`config.mk`:
```
export PLATFORM = sky130hd
export DESIGN_NAME = serial_pattern_tx
export DESIGN_NICKNAME = d
export VERILOG_FILES = /design/src/rtl/serial_tx_pkg.sv /design/src/rtl/tx_down_counter.sv /design/src/rtl/serial_pattern_tx.sv
export SDC_FILE = /design/constraint.sdc
export NUM_CORES = 1
export LEC_CHECK = 0
export ABC_CLOCK_PERIOD_IN_PS = 1480
export BUFFER_PORTS_ARGS = -buffer_cell sky130_fd_sc_hd__buf_2
export CAP_MARGIN = 20
export CORE_MARGIN = 2
export CORE_UTILIZATION = 30
export DETAILED_ROUTE_END_ITERATION = 6
export PLACE_DENSITY = 0.56
export SYNTH_ARGS = -nofsm -noshare
export SYNTH_HDL_FRONTEND = slang
export SYNTH_SLANG_ARGS = --single-unit
```
`constraint.sdc`:
```
create_clock -name clk -period 1.48 [get_ports clk]
set_input_delay 0.296 -clock clk [delete_from_list [all_inputs] [get_ports clk]]
set_output_delay 0.296 -clock clk [all_outputs]
set_load 0.01 [all_outputs]
```
`src/rtl/serial_tx_pkg.sv`:
```
// Shared types for the serial pattern transmitter: FSM state encoding and counter sizing.
package serial_tx_pkg;

    localparam int TX_STATE_W = 3;

    typedef enum logic [TX_STATE_W-1:0] {
        IDLE  = 3'd0,
        SHIFT = 3'd1,
        PAR   = 3'd2,
        DONE  = 3'd3,
        GAP   = 3'd4
    } tx_state_t;

    // Counter width for a value range 0..n-1; never narrower than one bit.
    function automatic int cnt_w(input int n);
        return (n < 2) ? 1 : $clog2(n);
    endfunction

endpackage

```
`src/rtl/tx_down_counter.sv`:
```
// Loadable down counter that saturates at zero; used for the bit and gap counts.
module tx_down_counter #(
    parameter int W = 3
) (
    input  logic         clk,
    input  logic         res,
    input  logic         load,
    input  logic [W-1:0] load_val,
    input  logic         dec,
    output logic         zero
);

    logic [W-1:0] cnt_q;

    always_ff @(posedge clk or posedge res) begin
        if (res) begin
            cnt_q <= '0;
        end else if (load) begin
            cnt_q <= load_val;
        end else if (dec && (cnt_q != '0)) begin
            cnt_q <= cnt_q - 1'b1;
        end
    end

    assign zero = (cnt_q == '0);

endmodule

```
`src/rtl/serial_pattern_tx.sv`:
```
// Serial pattern transmitter: loads a word on start and shifts it out MSB-first with a frame qualifier.
// Optional even-parity bit after the data when PARITY_EN is defined.
module serial_pattern_tx
    import serial_tx_pkg::*;
#(
    parameter int WIDTH = 8,
    parameter int GAP   = 1
) (
    input  logic             clk,
    input  logic             res,
    input  logic             start,
    input  logic [WIDTH-1:0] data_in,
    output logic             x_out,
    output logic             frame,
    output logic             busy,
    output logic             done,
    output tx_state_t        state_dbg
);

    // The GAP parameter shadows the package state name, so the state is aliased here.
    localparam tx_state_t ST_GAP = serial_tx_pkg::GAP;

    localparam int BW = cnt_w(WIDTH);
    localparam int GW = cnt_w(GAP + 1);
    localparam logic [BW-1:0] BIT_LOAD = BW'(WIDTH - 1);
    localparam logic [GW-1:0] GAP_LOAD = GW'((GAP > 0) ? (GAP - 1) : 0);

    tx_state_t        state_q, state_d;
    logic [WIDTH-1:0] shreg_q;
    logic             bit_load, bit_dec, bit_zero;
    logic             gap_load, gap_dec, gap_zero;
    logic             accept;

    assign accept = (state_q == IDLE) && start;

    always_comb begin
        state_d  = state_q;
        bit_load = 1'b0;
        bit_dec  = 1'b0;
        gap_load = 1'b0;
        gap_dec  = 1'b0;
        case (state_q)
            IDLE: begin
                if (start) begin
                    state_d  = SHIFT;
                    bit_load = 1'b1;
                end
            end
            SHIFT: begin
                if (bit_zero) begin
`ifdef PARITY_EN
                    state_d = PAR;
`else
                    state_d = DONE;
`endif
                end else begin
                    bit_dec = 1'b1;
                end
            end
`ifdef PARITY_EN
            PAR: state_d = DONE;
`endif
            DONE: begin
                if (GAP > 0) begin
                    state_d  = ST_GAP;
                    gap_load = 1'b1;
                end else begin
                    state_d = IDLE;
                end
            end
            ST_GAP: begin
                if (gap_zero) state_d = IDLE;
                else          gap_dec = 1'b1;
            end
            default: state_d = IDLE;
        endcase
    end

    always_ff @(posedge clk or posedge res) begin
        if (res) begin
            state_q <= IDLE;
            shreg_q <= '0;
        end else begin
            state_q <= state_d;
            if (accept)                  shreg_q <= data_in;
            else if (state_q == SHIFT)   shreg_q <= shreg_q << 1;
        end
    end

`ifdef PARITY_EN
    logic par_q;

    // Parity is taken from the captured word, not from the shifting register.
    always_ff @(posedge clk or posedge res) begin
        if (res)         par_q <= 1'b0;
        else if (accept) par_q <= ^data_in;
    end

    assign x_out = (state_q == SHIFT) ? shreg_q[WIDTH-1] :
                   (state_q == PAR)   ? par_q : 1'b0;
    assign frame = (state_q == SHIFT) || (state_q == PAR);
`else
    assign x_out = (state_q == SHIFT) ? shreg_q[WIDTH-1] : 1'b0;
    assign frame = (state_q == SHIFT);
`endif

    assign busy      = (state_q != IDLE);
    assign done      = (state_q == DONE);
    assign state_dbg = state_q;

    tx_down_counter #(.W(BW)) u_bitcnt (
        .clk      (clk),
        .res      (res),
        .load     (bit_load),
        .load_val (BIT_LOAD),
        .dec      (bit_dec),
        .zero     (bit_zero)
    );

    tx_down_counter #(.W(GW)) u_gapcnt (
        .clk      (clk),
        .res      (res),
        .load     (gap_load),
        .load_val (GAP_LOAD),
        .dec      (gap_dec),
        .zero     (gap_zero)
    );

endmodule
```
* After elaboration in Yosys (flattened, before gate mapping)
Cells that the tools add are included.
** Word-level totals
- Bits in registers :: 15
- Latch bits :: 0
- Bits in writable memories :: 0
- ROM bits :: 0
- Input port bits :: 11
- Memories :: 0
** Operators by class
- Add/subtract/negate cells :: 2
- Multipliers :: 0
- Divide/modulo/power cells :: 0
- Magnitude comparators :: 0
- Equal/unequal tests :: 6
- Shift-type cells :: 0
- Multiplexer cells :: 18
- Bitwise operators :: 0
- Reduce and logical (&&, ||, !) cells :: 11
** Operators with widths (number)
- $mux 8 :: 2
- $mux 3 :: 5
- $pmux 3 s4 :: 1
- $mux 1 :: 10
- $logic_not 3->1 :: 2
- $reduce_bool 2->1 :: 3
- $reduce_bool 3->1 :: 2
- $ne 2x2->1 const B :: 2
- $eq 3x1->1 const B :: 1
- $eq 3x2->1 const B :: 1
- $eq 3x3->1 const B :: 1
- $logic_and 1x1->1 :: 3
- $reduce_and 3->1 :: 1
- $sub 3x1->3 const B :: 1
- $ne 2x1->1 const B :: 1
- $sub 1x1->1 const B :: 1

* Depth between registers and ports, before layout
Gate-level depths: netlist of the first run.
- Depth after elaboration :: 6
- Mapped depth :: 5

* Modules after synthesis
A second synthesis of the first run with hierarchy kept.
** Second synthesis, totals
- Cells, all modules :: 82
- Area total of the unflattened synthesis :: 820.8 sq um
** By module, submodules not included
- serial_pattern_tx :: instances 1, cells an instance 57, area each 560.5 sq um, sequential area each 275.3 sq um
- tx_down_counter at u_bitcnt :: instances 1, cells an instance 20, area each 211.5 sq um, sequential area each 75.1 sq um
- tx_down_counter at u_gapcnt :: instances 1, cells an instance 5, area each 48.8 sq um, sequential area each 25.0 sq um

* Least setup slack after synthesis of the first run
OpenSTA, ideal clock, no wires.
- Path type :: register to output
- From :: reg state_q[2], in the netlist state_dbg[2]
- To :: out x_out
- Data arrival time :: 1.295 ns
- Setup slack :: -0.111 ns
- Stages on the path, launching flop included :: 5
- Cell sequence :: dfrtp_1 > or3b_1 > buf_2 > clkinv_1 > and2_1
** Between the ends
- Word-level cells in the longest chain between the ends :: 2
** RTL lines
- start, declared :: line serial_pattern_tx.sv:28 : tx_state_t state_q, state_d;
- start signal, assigned :: line serial_pattern_tx.sv:84 : state_q <= state_d;
- $eq 3x1->1
- named net frame :: line serial_pattern_tx.sv:14 : output logic frame,
- $mux 1 :: line serial_pattern_tx.sv:103 : assign x_out = (state_q == SHIFT) ? shreg_q[WIDTH-1] : 1'b0;
- end, declared :: line serial_pattern_tx.sv:13 : output logic x_out,
The timed path passes the listed nets, and every way through them passes these cells.

* Worst setup path in the final report of the first run
- From :: reg state_q[2], in the netlist state_dbg[2]
- To :: out x_out
** Between the ends
- Word-level cells in the longest chain between the ends :: 2
** RTL lines (line)
- $eq 3x1->1 :: serial_pattern_tx.sv:103
- $mux 1 :: serial_pattern_tx.sv:103
No other way between the ends.

==> results_dict.tcl, run 1 <==
set metrics [dict create \
    yosysWarnings 0 \
    avgSynthCellArea_um2 9.20 \
    min_period_ns 1.69 \
    ff_latch_area_um2 377 \
    cp.arrival_ns 1.40 \
    root_buffer "clkbuf_4" \
    violations "setup timing" \
    status "finished with violations" \
    drtPass1Iterations 3 \
    die_h_um 52.3 \
    grt_overflow_total 0 \
    yosysSeqAreaShare 0.537 \
    crit_chain "or3b_4 > clkinv_4 > and2_4 > buf_6" \
    tns_ns -1.57 \
    drt_iter0_markers 2 \
    fin_hold_ws_ns 0.0527 \
    h-tree-depth 1 \
    worst_pin_slew_ns 0.584 \
    fmax_mhz 590 \
    start_kind "register" \
    core_region_area_um2 2210 \
    clock_path_buffers 2 \
    via_per_inst 4.85 \
    critical_path.max_stage_delay_ns 0.42 \
    powerDensity_nw_per_um2 2270 \
    antenna_found_initial 0 \
    grt_usage 0.131 \
    final_cell_mix "15 x nand2_1, 14 x dfrtp_1, 13 x buf_2" \
    grt_pass1_wl_mm 2.57 \
    finalWirelength_mm 1.86 \
    dieArea_um2 2730 \
    io_pins 18 \
    synth-seq-cells 15 \
    pre_cts_slack_ns -0.0309 \
    slew_viol_final 0 \
    fin_total_pwr_mw 2.66 \
    fin_ws_ns -0.214 \
    cts_tree "yes" \
    rows 17 \
    cp_num_buf_inv 2 \
    clk_latency_ns 0.29 \
    ctsHoldBuffers 0 \
    grt_pass1_vias 621 \
    fin_nets 124 \
    synth_cells 76 \
    drive_gt1_frac 0.536 \
    critical-path-top-delay-family "simple AND/OR/NAND/NOR gates" \
    diodes 0 \
    ant_nets 0 \
    cp_slowest_cell "or3b_4" \
    dp_hpwl_mm 1.00 \
    fin_crit_sh 1.14 \
    die_w_um 52.3 \
    rsz0062_at_grt "yes" \
    clkTransAtPathRegs_ns 0.10 \
    hold_path.class "in2async" \
    initial_utilization 0.316 \
    drcViolationCount 0 \
    port_buffers 17 \
    maxCapViolations 0 \
    mostFrequentLayoutCell "nand2_1" \
    irDropWorstVdd_uv 989 \
    num_vias 669 \
    mappedNetlistNets 89 \
    slew_headroom 0.610 \
    worstPathRequired_ns 1.18 \
    cp-end-kind "output pin" \
    synth_cell_types 20 \
    finClkSkew_ns 0.0119 \
    crit_path_max_fanout 2 \
    synthesis.area_um2 699 \
    final_hold_viol_count 0 \
    grt_start_max_net_pins 21 \
    area_growth_syn_to_layout_pct 67.1 \
    leakage_nw 0.554 \
    multi_input_area_um2 374 \
    cts_sinks 15 \
    numCtsBuffers 3 \
    fillerInstances 219 \
    crit_type "reg2out" \
    drt-wirelength-per-cell_um 13.5 \
    setup_viol 15 \
    place.gp.congestion 0.655 \
]
repair_timing:
action                                  CTS  global route
cloned                                    0             3
buffers inserted                          6             2
pin swaps                                 5             5
gates resized for setup                  16            28
endpoints found under the setup margin    8            15
per-stage QoR:
step | cell area (um2) | utilization | std cells
2_1_floorplan | 711 | - | 76
3_3_place_gp | 876 | 0.396 | 125
3_5_place_dp | 876 | 0.396 | 125
4_1_cts | 988 | 0.447 | 134
5_1_grt | 1170 | 0.528 | 138
6_report | 1170 | 0.528 | 138
per-layer routing:
layer,vias to the layer above,track usage,part of all wire
li1,326,-,-
met1,327,0.161,0.44
met2,14,0.213,0.52
met3,2,0.0257,0.029
met4,0,0.0769,0.0075
met5,-,0,0
power by group:
part,switching (mW),leakage (nW),internal (mW)
registers,0.119,0.184,0.595
clock network,0.134,0.0177,0.100
logic,0.765,0.353,0.942
synthesized netlist by cell type:
library cell,instances,area share
or3_1,2,0.018
buf_6,1,0.016
o311ai_0,2,0.025
o21ai_0,4,0.029
nor2_1,8,0.043
inv_1,7,0.038
a211oi_1,1,0.011
clkbuf_1,1,0.0054
o211ai_1,1,0.011
or3b_1,1,0.013
buf_2,2,0.014
a31o_2,1,0.013
nand3_1,3,0.021
nand2_1,15,0.080
a31oi_1,6,0.054
and2_1,2,0.018
or4b_1,1,0.014
dfrtp_1,15,0.54
clkinv_1,1,0.0054
ha_1,2,0.036
final cells by class:
type                    instances  share of cell area
clock buffers                   3              0.0193
multi-input cells              49               0.320
well taps                      28              0.0300
inverters                       8              0.0300
clock inverters                 1             0.00428
flip-flops and latches         15               0.322
repair buffers                 34               0.274
worst register-to-register path, cell delays in order (launching register included):
cell and delay (ns):
dfrtp_2 0.41, buf_4 0.14, or4b_4 0.61, buf_12 0.18
nand3_2 0.06, o211ai_1 0.08
flip-flops by register name, indices dropped and copies added (netlist names):
| register | cells |
|---|---|
| state_dbg | 3 |
| u_bitcnt.cnt_q | 3 |
| shreg_q | 8 |
| u_gapcnt.cnt_q | 1 |
worst paths after layout:
path | start | to | slack, ns | depth (start not counted)
hold reg to reg | u_gapcnt.cnt_q | u_gapcnt.cnt_q | 0.51 | 2
setup reg to reg | state_dbg[2] | shreg_q[7] | -0.14 | 5
hold / removal | res | state_dbg[1] | 0.05 | 2
max in group asynchronous | res | state_dbg[2] | 1.02 | 2
min in group clk | data_in[0] | shreg_q[0] | 0.24 | 3
setup / recovery | state_dbg[2] | x_out | -0.21 | 4
cells by family (layout without fill, tap and decap cells):
| family | after synthesis | after routing | share of synthesized area |
|---|---|---|---|
| adder cells (fa/ha/maj) | 2 | 2 | 0.0358 |
| buffers and inverters | 12 | 46 | 0.0787 |
| AO/OA/AOI/OAI | 15 | 15 | 0.141 |
| AND/OR/NAND/NOR | 32 | 32 | 0.208 |
| flip-flops | 15 | 15 | 0.537 |
Note: power is estimated with default switching activity, not from simulation.
==> inputs of run 2 (changes only) <==
--- a/config.mk
+++ b/config.mk
@@ -12,6 +12,7 @@
 export CORE_UTILIZATION = 30
 export DETAILED_ROUTE_END_ITERATION = 6
 export PLACE_DENSITY = 0.56
+export SKIP_CTS_REPAIR_TIMING = 1
 export SYNTH_ARGS = -nofsm -noshare
 export SYNTH_HDL_FRONTEND = slang
 export SYNTH_SLANG_ARGS = --single-unit
==> run 2 against run 1 <==
Net effect: the run still ends with setup timing left; worst setup slack got worse by 0.011 ns; clock power is essentially flat; critical path depth did not move; count of clock-buffer cells in the layout is the same; first-iteration DRC count grew 50%; final cell count down 3.6%; critical endpoint unchanged; largest cell class unchanged; largest power group unchanged.
==> results_dict.tcl, run 2 (same netlist as run 1, synthesis figures left out) <==
set metrics [dict create \
    status "finished with violations" \
    violations "setup timing" \
    area_growth_syn_to_layout_pct 37.6 \
    drt_iter0_markers 3 \
    drt-wirelength-per-cell_um 10.6 \
    grt_pass1_wl_mm 2.35 \
    hold_path.class "in2async" \
    grt_pass1_vias 577 \
    worstPathRequired_ns 1.18 \
    fin_total_pwr_mw 2.15 \
    antenna_found_initial 0 \
    dieArea_um2 2730 \
    dpl_cell_area_um2 876 \
    leakage_nw 0.491 \
    root_buffer "clkbuf_4" \
    top_register "shreg_q" \
    fmax_mhz 586 \
    ant_nets 0 \
    die_h_um 52.3 \
    sw_frac_of_total 0.367 \
    grt_start_max_net_pins 21 \
    rows 17 \
    grt_overflow_total 0 \
    cts_sinks 15 \
    slew_viol_final 0 \
    io_pins 18 \
    slew_headroom 0.621 \
    ff_latch_area_um2 377 \
    grt_busiest_layer "met2" \
    critPathLaunch "state_dbg[1]" \
    place.gp.congestion 0.655 \
    p_int_mw 1.36 \
    fin_nets 119 \
    finalWirelength_mm 1.41 \
    powerDensity_nw_per_um2 2240 \
    start_kind "register" \
    cp.arrival_ns 1.41 \
    dp_hpwl_mm 1.00 \
    multi_input_area_um2 277 \
    crit_path_max_fanout 3 \
    fin_ws_ns -0.225 \
    min_period_ns 1.71 \
    drcViolationCount 0 \
    clock_path_buffers 2 \
    num_vias 626 \
    tns_ns -0.562 \
    fin_crit_sh 1.15 \
    maxCapViolations 0 \
    drive_gt1_frac 0.371 \
    finClkSkew_ns 0.00939 \
    crit_type "reg2out" \
    reg2reg_from "state_dbg[1]" \
    p_comb_frac 0.569 \
    p_switching_mw 0.789 \
    via_per_inst 4.71 \
    largest_register_ffs 8 \
    diodes 0 \
    initial_utilization 0.316 \
    pwr-share-seq 0.322 \
    grt.met2_usage 0.185 \
    met3_usage 0.0257 \
    numCtsBuffers 3 \
    final_cell_area_um2 962 \
    worst_pin_slew_ns 0.569 \
    cts_tree "yes" \
    use_met1 0.148 \
    clk_latency_ns 0.29 \
    die_w_um 52.3 \
    setup_viol 3 \
    irDropWorstVdd_uv 964 \
    rsz0062_at_grt "yes" \
    final_cell_mix "15 x nand2_1, 15 x buf_2, 14 x dfrtp_1" \
    final_hold_viol_count 0 \
    clkPwrFrac 0.109 \
    h-tree-depth 1 \
    clkTransAtPathRegs_ns 0.09 \
    core_region_area_um2 2210 \
    port_buffers 17 \
    fillerInstances 232 \
    drtPass1Iterations 4 \
    cp-end-kind "output pin" \
    grt_usage 0.119 \
    final_util 0.435 \
]
## run 2: changes by cell type in the layout (fill, tap and decap cells not counted), moves of 2 or more
cell       previous run  this run
buf_2                13        15
nor2_1                1         7
nand3_2               2         0
o311ai_2              2         0
o21ai_0               0         3
buf_6                 8         5
nand3_1               1         3
nor2_4                6         0
clkbuf_16             2         0
## run 2: stage by stage
step | worst slack, ns | hold WS, ns | std cells
after global placement | 0.0152 | 0.382 | 125
after global routing | -0.277 | 0.0873 | 133
after CTS | -0.331 | 0.0595 | 129
after detailed placement | -0.0309 | 0.385 | 125
after floorplan | 0.00149 | 0.197 | 76
final | -0.225 | 0.0474 | 133
## run 2: area by class of cell
class,instances,share of cell area
Multi-Input combinational cell,49,0.287
Tap cell,28,0.0364
Clock buffer,3,0.0234
Timing Repair Buffer,29,0.220
Clock inverter,1,0.00520
Inverter,8,0.0364
Sequential cell,15,0.391
## run 2: path summary, 6_finish.rpt
| path | endpoint | slack, ns | cells after the start |
|---|---|---|---|
| max | x_out | -0.23 | 4 |
| min | u_gapcnt.cnt_q | 0.05 | 2 |
| max reg2reg | u_bitcnt.cnt_q[1] | 0.04 | 4 |
| min reg2reg | u_gapcnt.cnt_q | 0.51 | 2 |
| max in group asynchronous | state_dbg[2] | 1.03 | 2 |
| min in group clk | shreg_q[0] | 0.26 | 3 |
## run 2: per-layer routing
| layer | wire, um | part of all wire |
|---|---|---|
| met5 | 0 | 0 |
| met4 | 21 | 0.015 |
| met3 | 76 | 0.054 |
| met2 | 636 | 0.45 |
| met1 | 671 | 0.48 |
## run 2: worst max-delay path, stage by stage, from the launching register on
cell and delay, ns:
dfrtp_1 0.41, or3b_4 0.43, clkinv_4 0.07, and2_4 0.13
buf_6 0.09
## run 2: power groups by stage
stage	registers, mW	clock network [mW]	logic, mW
after floorplan	0.697	0	0.662
after global routing	0.714	0.265	1.36
after CTS	0.689	0.245	1.05
after detailed placement	0.698	0	1.04
after global placement	0.690	0	1.02
final	0.693	0.234	1.22
==> inputs of run 3 (changes only) <==
--- a/config.mk
+++ b/config.mk
@@ -10,6 +10,7 @@
 export CAP_MARGIN = 20
 export CORE_MARGIN = 2
 export CORE_UTILIZATION = 30
+export CTS_BUF_LIST = sky130_fd_sc_hd__clkbuf_8 sky130_fd_sc_hd__clkbuf_16
 export DETAILED_ROUTE_END_ITERATION = 6
 export PLACE_DENSITY = 0.56
 export SKIP_CTS_REPAIR_TIMING = 1
==> run 3 against run 2 <==
Net effect: critical endpoint unchanged; first-iteration DRC count up 33%; via count up 0.16%; routed wire length up 1.6%; the run still ends with setup timing left; sequential share of layout area down 0.45 points.
==> results_dict.tcl, run 3 (same netlist as run 1, synthesis figures left out) <==
set metrics [dict create \
    status "finished with violations" \
    violations "setup timing" \
    crit_type "reg2out" \
    hold_path.class "in2async" \
    min_period_ns 1.66 \
    fillerInstances 231 \
    numCtsBuffers 3 \
    final_cell_mix "15 x nand2_1, 15 x buf_2, 14 x dfrtp_1" \
    worst_pin_slew_ns 0.567 \
    die_h_um 52.3 \
    setup_viol 3 \
    clk_latency_ns 0.25 \
    grt_start_max_net_pins 21 \
    dieArea_um2 2730 \
    cp-end-kind "output pin" \
    fin_ws_ns -0.177 \
    worstPathRequired_ns 1.18 \
    irDropWorstVdd_uv 1030 \
    ant_nets 0 \
    reg2regPathDepth 4 \
    diodes 0 \
    finClkSkew_ns 0.00628 \
    instances_no_fill 132 \
    root_buffer "clkbuf_8" \
    drtPass1Iterations 4 \
    h-tree-depth 1 \
    fmax_mhz 603 \
    slew_viol_final 0 \
    drt-wirelength-per-cell_um 10.8 \
    grt_overflow_total 0 \
    largest_register_ffs 8 \
    grt_usage 0.123 \
    via_per_inst 4.75 \
    cp.arrival_ns 1.36 \
    rows 17 \
    rsz0062_at_grt "yes" \
    cts_sinks 15 \
    cts_tree "yes" \
    drt_iter0_markers 4 \
    io_pins 18 \
    final_hold_viol_count 0 \
    start_kind "register" \
    fin_total_pwr_mw 2.25 \
    grt_pass1_vias 572 \
    reg2reg_from "state_dbg[1]" \
    critPathLaunch "state_dbg[1]" \
    fin_nets 118 \
    antenna_found_initial 0 \
    leakage_nw 0.494 \
    clock_path_buffers 2 \
    finalWirelength_mm 1.43 \
    crit_path_max_fanout 3 \
    powerDensity_nw_per_um2 2310 \
    maxCapViolations 0 \
    slew_headroom 0.622 \
    drcViolationCount 0 \
    port_buffers 17 \
    area_growth_syn_to_layout_pct 39.2 \
    drive_gt1_frac 0.365 \
    initial_utilization 0.316 \
    core_region_area_um2 2210 \
    top_register "shreg_q" \
    die_w_um 52.3 \
    place_inst 125 \
    place.gp.congestion 0.655 \
    dp_hpwl_mm 1.00 \
    num_vias 627 \
    grt_pass1_wl_mm 2.37 \
    fin_crit_sh 1.12 \
    clkTransAtPathRegs_ns 0.06 \
]
## run 3: changes by cell type in the layout (fill, tap and decap cells not counted)
cell,previous run,this run
clkbuf_4,3,0
clkbuf_8,0,3
buf_4,8,7
## run 3: cell type report
cell class | instances | area (um2) | area share
Clock buffer | 3 | 41.3 | 0.0424
Clock inverter | 1 | 5.00 | 0.00514
Inverter | 8 | 35.0 | 0.0360
Multi-Input combinational cell | 49 | 277 | 0.284
Sequential cell | 15 | 377 | 0.387
Tap cell | 28 | 35.0 | 0.0360
Timing Repair Buffer | 28 | 204 | 0.210
## run 3: metal layers
metal | track usage | routed length (um) | vias up
met4 | 0.103 | 44 | 0
met1 | 0.148 | 716 | 291
li1 | - | - | 312
met2 | 0.188 | 609 | 20
met3 | 0.0257 | 59 | 4
met5 | 0 | 0 | -
## run 3: worst paths after layout
kind / endpoint / slack, ns
setup / recovery: x_out / -0.18
hold / removal: state_dbg[1] / 0.09
setup reg to reg: u_bitcnt.cnt_q[1] / 0.04
hold reg to reg: shreg_q[7] / 0.51
max in group asynchronous: state_dbg[2] / 0.99
min in group clk: shreg_q[0] / 0.30
## run 3: critical path, cell delays in order (launching register included)
cell and delay (ns):
dfrtp_1 0.40, or3b_4 0.43, clkinv_4 0.07, and2_4 0.13
buf_6 0.09
## run 3: where the power goes
| part | internal, mW | switching (mW) | total, mW |
|---|---|---|---|
| logic | 0.660 | 0.560 | 1.22 |
| clock network | 0.186 | 0.145 | 0.332 |
| registers | 0.597 | 0.0975 | 0.694 |
## run 3: per-stage QoR
stage	utilization	instance area, um2	TNS [ns]	setup WS, ns	hold slack [ns]
after detailed placement	0.396	876	-0.0567	-0.0309	0.385
after global placement	0.396	876	0	0.0152	0.382
final	0.440	973	-0.417	-0.177	0.0920
after floorplan	-	711	0	0.00149	0.197
after global routing	0.440	973	-0.567	-0.216	0.145
after CTS	0.417	922	-0.751	-0.275	0.112
